$ cat src/rtl/sprite_arb_pkg.sv
// Shared types and default constants for the sprite ROM arbiter.
// Optional stats counters are enabled with SPRITE_ARB_STATS_EN.
package sprite_arb_pkg;

  typedef enum logic {
    IDLE,
    BURST
  } arb_state_e;

  localparam int DEF_N_REQ     = 4;
  localparam int DEF_ADDR_W    = 10;
  localparam int DEF_DATA_W    = 5;
  localparam int DEF_BURST_MAX = 8;
  localparam int CNT_W         = 8;
  localparam int STAT_W        = 16;

endpackage

$ cat src/rtl/sprite_rom_arbiter_rr_pick.sv
// Round-robin search: first set req bit at or above ptr, wrapping.
// Returns the winner one-hot plus its index.
module rr_pick #(
  parameter int N  = 4,
  parameter int IW = 2
) (
  input  logic [N-1:0]  req,
  input  logic [IW-1:0] ptr,
  output logic [N-1:0]  onehot,
  output logic [IW-1:0] idx,
  output logic          valid
);

  int j;

  always_comb begin
    onehot = '0;
    idx    = '0;
    valid  = 1'b0;
    j      = 0;
    for (int k = 0; k < N; k++) begin
      j = int'(ptr) + k;
      if (j >= N) j = j - N;
      if (!valid && req[j]) begin
        valid     = 1'b1;
        onehot[j] = 1'b1;
        idx       = j[IW-1:0];
      end
    end
  end

endmodule

$ cat src/rtl/sprite_rom_arbiter.sv
// Round-robin arbiter with lockable bursts in front of a sprite ROM.
// Define SPRITE_ARB_STATS_EN to add saturating per-requester grant counters.
module sprite_rom_arbiter
  import sprite_arb_pkg::*;
#(
  parameter int N_REQ     = DEF_N_REQ,
  parameter int ADDR_W    = DEF_ADDR_W,
  parameter int DATA_W    = DEF_DATA_W,
  parameter int BURST_MAX = DEF_BURST_MAX
) (
  input  logic                    vga_clk,
  input  logic                    reset_n,
  input  logic [N_REQ-1:0]        req,
  input  logic [N_REQ-1:0]        lock,
  input  logic [N_REQ*ADDR_W-1:0] addr,
  output logic [N_REQ-1:0]        gnt,
  output logic [ADDR_W-1:0]       rom_addr,
  input  logic [DATA_W-1:0]       rom_q,
  output logic [N_REQ-1:0]        rvalid,
`ifdef SPRITE_ARB_STATS_EN
  output logic [N_REQ*STAT_W-1:0] grant_cnt,
`endif
  output logic [DATA_W-1:0]       rdata
);

  localparam int IW = $clog2(N_REQ);

  arb_state_e        state, state_n;
  logic [IW-1:0]     ptr, ptr_n;
  logic [IW-1:0]     owner, owner_n;
  logic [CNT_W-1:0]  cnt, cnt_n;
  logic [ADDR_W-1:0] addr_q;

  logic [IW-1:0]     base;
  logic [N_REQ-1:0]  pick_oh;
  logic [IW-1:0]     pick_idx;
  logic              pick_ok;

  logic [N_REQ-1:0]  gnt_c;
  logic [IW-1:0]     sel;
  logic              grant;
  logic              keep;

  function automatic logic [IW-1:0] nxt(input logic [IW-1:0] i);
    return (int'(i) == N_REQ - 1) ? '0 : i + 1'b1;
  endfunction

  // During a burst the search starts just past the owner.
  assign base = (state == BURST) ? nxt(owner) : ptr;

  rr_pick #(
    .N  (N_REQ),
    .IW (IW)
  ) u_pick (
    .req    (req),
    .ptr    (base),
    .onehot (pick_oh),
    .idx    (pick_idx),
    .valid  (pick_ok)
  );

  assign keep = (state == BURST) && req[owner] &&
                (cnt < CNT_W'(BURST_MAX));

  always_comb begin
    state_n = state;
    ptr_n   = ptr;
    owner_n = owner;
    cnt_n   = cnt;
    gnt_c   = '0;
    sel     = '0;
    grant   = 1'b0;
    if (keep) begin
      gnt_c[owner] = 1'b1;
      sel          = owner;
      grant        = 1'b1;
      if (lock[owner]) begin
        cnt_n = cnt + 1'b1;
      end else begin
        state_n = IDLE;
        ptr_n   = nxt(owner);
        cnt_n   = '0;
      end
    end else begin
      state_n = IDLE;
      cnt_n   = '0;
      if (state == BURST) ptr_n = nxt(owner);
      if (pick_ok) begin
        gnt_c = pick_oh;
        sel   = pick_idx;
        grant = 1'b1;
        // A one-grant burst is just a plain grant.
        if (lock[pick_idx] && BURST_MAX > 1) begin
          state_n = BURST;
          owner_n = pick_idx;
          cnt_n   = CNT_W'(1);
        end else begin
          ptr_n = nxt(pick_idx);
        end
      end
    end
  end

  assign gnt      = reset_n ? gnt_c : '0;
  assign rom_addr = (grant && reset_n) ?
                    addr[int'(sel)*ADDR_W +: ADDR_W] : addr_q;
  assign rdata    = rom_q;

  always_ff @(posedge vga_clk or negedge reset_n) begin
    if (!reset_n) begin
      state  <= IDLE;
      ptr    <= '0;
      owner  <= '0;
      cnt    <= '0;
      addr_q <= '0;
      rvalid <= '0;
    end else begin
      state  <= state_n;
      ptr    <= ptr_n;
      owner  <= owner_n;
      cnt    <= cnt_n;
      rvalid <= gnt;
      if (grant) addr_q <= rom_addr;
    end
  end

`ifdef SPRITE_ARB_STATS_EN
  logic [STAT_W-1:0] stat [N_REQ];

  always_ff @(posedge vga_clk or negedge reset_n) begin
    if (!reset_n) begin
      for (int i = 0; i < N_REQ; i++) stat[i] <= '0;
    end else begin
      for (int i = 0; i < N_REQ; i++)
        if (gnt[i] && stat[i] != '1) stat[i] <= stat[i] + 1'b1;
    end
  end

  always_comb begin
    grant_cnt = '0;
    for (int i = 0; i < N_REQ; i++)
      grant_cnt[i*STAT_W +: STAT_W] = stat[i];
  end
`endif

endmodule

$ cat config.mk
export PLATFORM = sky130hd
export DESIGN_NAME = sprite_rom_arbiter
export DESIGN_NICKNAME = d
export VERILOG_FILES = /design/src/rtl/sprite_arb_pkg.sv /design/src/rtl/sprite_rom_arbiter_rr_pick.sv /design/src/rtl/sprite_rom_arbiter.sv
export SDC_FILE = /design/constraint.sdc
export NUM_CORES = 1
export LEC_CHECK = 0
export BUFFER_PORTS_ARGS = -buffer_cell sky130_fd_sc_hd__buf_2
export CAP_MARGIN = 20
export CORE_ASPECT_RATIO = 1.75
export CORE_UTILIZATION = 49
export CTS_CLUSTER_SIZE = 25
export DETAILED_ROUTE_END_ITERATION = 10
export GPL_ROUTABILITY_DRIVEN = 0
export MAX_ROUTING_LAYER = met4
export PLACE_DENSITY = 0.81
export SLEW_MARGIN = 0
export SYNTH_ARGS = -nofsm -noshare
export SYNTH_HDL_FRONTEND = slang
export SYNTH_SLANG_ARGS = --single-unit
$ cat constraint.sdc
create_clock -name vga_clk -period 4.4 [get_ports vga_clk]
set_clock_uncertainty 0.15 [all_clocks]
set_input_delay 0.88 -clock vga_clk [delete_from_list [all_inputs] [get_ports vga_clk]]
set_output_delay 0.88 -clock vga_clk [all_outputs]
set_load 0.02 [all_outputs]
==> results.cfg <==
[place]
io_buffers = 67
place_ws_ns = 0.2654
dp_hpwl_um = 3706

[clocking]
clk_pin_slew_ns = 0.09
cts.sinks = 27
htreeDepth = 1
cts-buffers-inserted = 3
cts_buffer_depth = 2
cts_tree = done
insertion_delay_ns = 0.28
hold_buffers = 0
root_buffer = clkbuf_8

[floorplan]
fp-row-count = 30
start_util_pct = 50.81
die_height_um = 85.76
coreArea_mm2 = 0.003866
dieWidth_um = 49.86
fp.dieArea_mm2 = 0.004276
ios = 78

[synthesis]
yosysWarnings = 0
yosysSeqAreaShare_pct = 34.39
synth-edff-count = 0
syn_area_per_cell_um2 = 10.02
synthArstFlopShare_pct = 100.0
synth_cell_types = 52
syn_inst = 196
syn_area_mm2 = 0.001964
ys.flop_type = dfrtp_1
synth_seq_cells = 27

[global_route]
antenna_found_initial = 0
grt_pass1_wl_um = 7403
gr-usage-all-layers_pct = 23.15
grt-ovfl-total = 0
grt_pass1_vias = 1698
grt_max_degree = 21

[sta]
rsz0062_at_grt = false
hold_viol_final = 0
finalCriticalPeriod_ns = 4.266
drv_slew = 0
setup_tns_ns = 0
finalSetupViolations = 0
min_period_over_period_pct = 96.96
fmax_mhz = 234.4
worst_slack_ns = 0.1337

[pwr]
seqPwrFrac_pct = 21.7
switching_share_pct = 45.60
p_sw_uw = 837.3
p_leak_nw = 1.174
powerDensity_mw_per_mm2 = 755.3
clock_power_share_pct = 7.7
peakVddDrop_uv = 544.3
power.internal_uw = 998.9
combPwrFrac_pct = 70.5

[setup_path]
critPathLaunchType = register
critPathLaunch = owner[0]$_DFFE_PN0P_
critPathCaptureType = output pin
worst_path_largest_cell_delay_ns = 0.47
required_ns = 3.37
crit_arrival_ns = 3.24
cp_cell_sequence = ha_1, or3b_4, and2_2, a311oi_2, a32o_2, buf_12, mux2_4, a22oi_2, o21ai_1, buf_2
cp_slowest_cell = dfrtp_2
criticalPathCategory = register to output pin
rr_worst_depth = 9
regToRegStartpoint = owner[0]$_DFFE_PN0P_
worst-path-max-fanout = 20

[finish]
insertedDiodeCount = 0
register_area_um2 = 678.2
synthToLayoutAreaGrowth_pct = 23.76
final_core_util_pct = 62.88
layout-drive-gt1-share_pct = 43.98
multi_input_area_mm2 = 0.001194
nets = 327
fill_cells = 336

[worst_hold_path]
hp-class = input port to async pin

[route]
wire_per_inst_um = 14.75
postRouteAntennaNets = 0
drc_errors = 0
dr.pass1.iters = 4
drt_wl_total_um = 4632
viasPerCell = 5.694
vias = 1788
drtIter0Drc = 39

[run_status]
status = finished clean

[run]
maxCapViolCount = 0
## cell type report
cell class	instances	area share, %
clock buffers	3	1.698
clock inverters	1	0.2059
inverters	2	0.3088
multi-input cells	153	49.10
flip-flops and latches	27	27.90
well taps	48	2.470
repair buffers	80	18.32
## registers in the layout (all words and copies together), names as in the netlist
register  count
owner         2
state         1
rvalid        4
ptr           2
cnt           8
addr_q       10
## metrics by stage
step / area (um2) / std cells / total power, mW / hold slack, ns
4_1_cts: 2392 / 310 / 1.786 / 0.3360
6_report: 2431 / 314 / 1.836 / 0.3278
2_1_floorplan: 1976 / 199 / 1.354 / 0.3026
3_5_place_dp: 2345 / 306 / 1.639 / 0.3532
3_3_place_gp: 2345 / 306 / 1.604 / 0.3224
5_1_grt: 2431 / 314 / 1.973 / 0.3429
## placed cells by master (no fill, tap or decap), types with 2 or more instances in the layout
cell,Yosys,layout
inv_1,2,2
nand4_1,2,2
o21ai_1,23,23
dfrtp_2,0,2
buf_4,6,12
ha_1,5,5
nor3_1,2,2
o21ai_0,4,4
mux2_4,9,10
conb_1,1,4
a21oi_2,2,2
a21oi_1,10,10
mux2i_1,13,13
nor2_1,6,6
a21boi_1,3,3
dfrtp_1,27,25
nand3_1,8,8
mux2_1,3,3
and2_1,4,3
a22oi_2,9,9
clkbuf_8,0,3
a21o_1,3,3
nand2_1,16,16
buf_2,1,67
## critical path: cells and delay by family (launching register included)
family | cells | cell delay (ns)
AO/OA/AOI/OAI | 4 | 0.88
adder cells (fa/ha/maj) | 1 | 0.25
buffers and inverters | 2 | 0.36
flip-flops | 1 | 0.47
multiplexers | 1 | 0.32
AND/OR/NAND/NOR | 2 | 0.67
## metal layers
metal  track usage (%)  vias up  routed length (um)
li1                  -      865                   -
met3             2.128       14                 217
met1             24.29      835                1673
met4             12.73        0                 160
met2             41.40       74                2579
met5                 -        -                   0
## path summary, 6_finish.rpt
kind / slack, ns / to
setup reg to reg: 1.34 / addr_q[9]$_DFFE_PN0N_
hold / removal: 0.33 / owner[0]$_DFFE_PN0P_
setup / recovery: 0.13 / rom_addr[8]
max in group asynchronous: 3.25 / addr_q[7]$_DFFE_PN0N_
min in group vga_clk: 0.37 / cnt[0]$_DFF_PN0_
hold reg to reg: 0.37 / cnt[0]$_DFF_PN0_
## cell usage after synthesis, types with 3 or more instances
cell type   n  share of area, %
dfrtp_1    27                34
o21ai_1    23               5.9
nand2_1    16               3.1
mux2i_1    13               6.6
a21oi_1    10               2.5
a22oi_2     9               5.7
mux2_4      9               6.9
nand3_1     8               2.0
buf_4       6               2.3
clkbuf_1    6               1.1
nor2_1      6               1.1
ha_1        5               3.2
and2_1      4               1.3
o21ai_0     4               1.0
a21boi_1    3               1.1
a21o_1      3               1.1
mux2_1      3               1.7
## repair_timing
action / 4_1_cts / 5_1_grt
pin swaps: 0 / 1
resized for setup: 1 / 4
hold endpoints to repair: 0 / 0
setup buffers: 0 / 4
endpoints found under the setup margin: 10 / 10
## power by group through the flow
stage	Combinational [mW]	Sequential, mW	Clock [mW]
after global routing	1.41	0.409	0.158
after floorplan	0.957	0.397	0
after CTS	1.24	0.403	0.146
after detailed placement	1.23	0.407	0
after global placement	1.20	0.401	0
final	1.30	0.399	0.142
## kinds of logic after synthesis
kind of cell,after synthesis,share of synthesized area (%)
AOI/OAI and AO/OA,68,26.12
and+or+nand+nor,46,11.91
muxes,28,17.52
DFF,27,34.40
buffers and inverters,19,5.796
adders and majority gates,5,3.185
xor gates and xnor gates,2,0.8919
other,1,0.1909
Power figures use the tool's default switching activity.
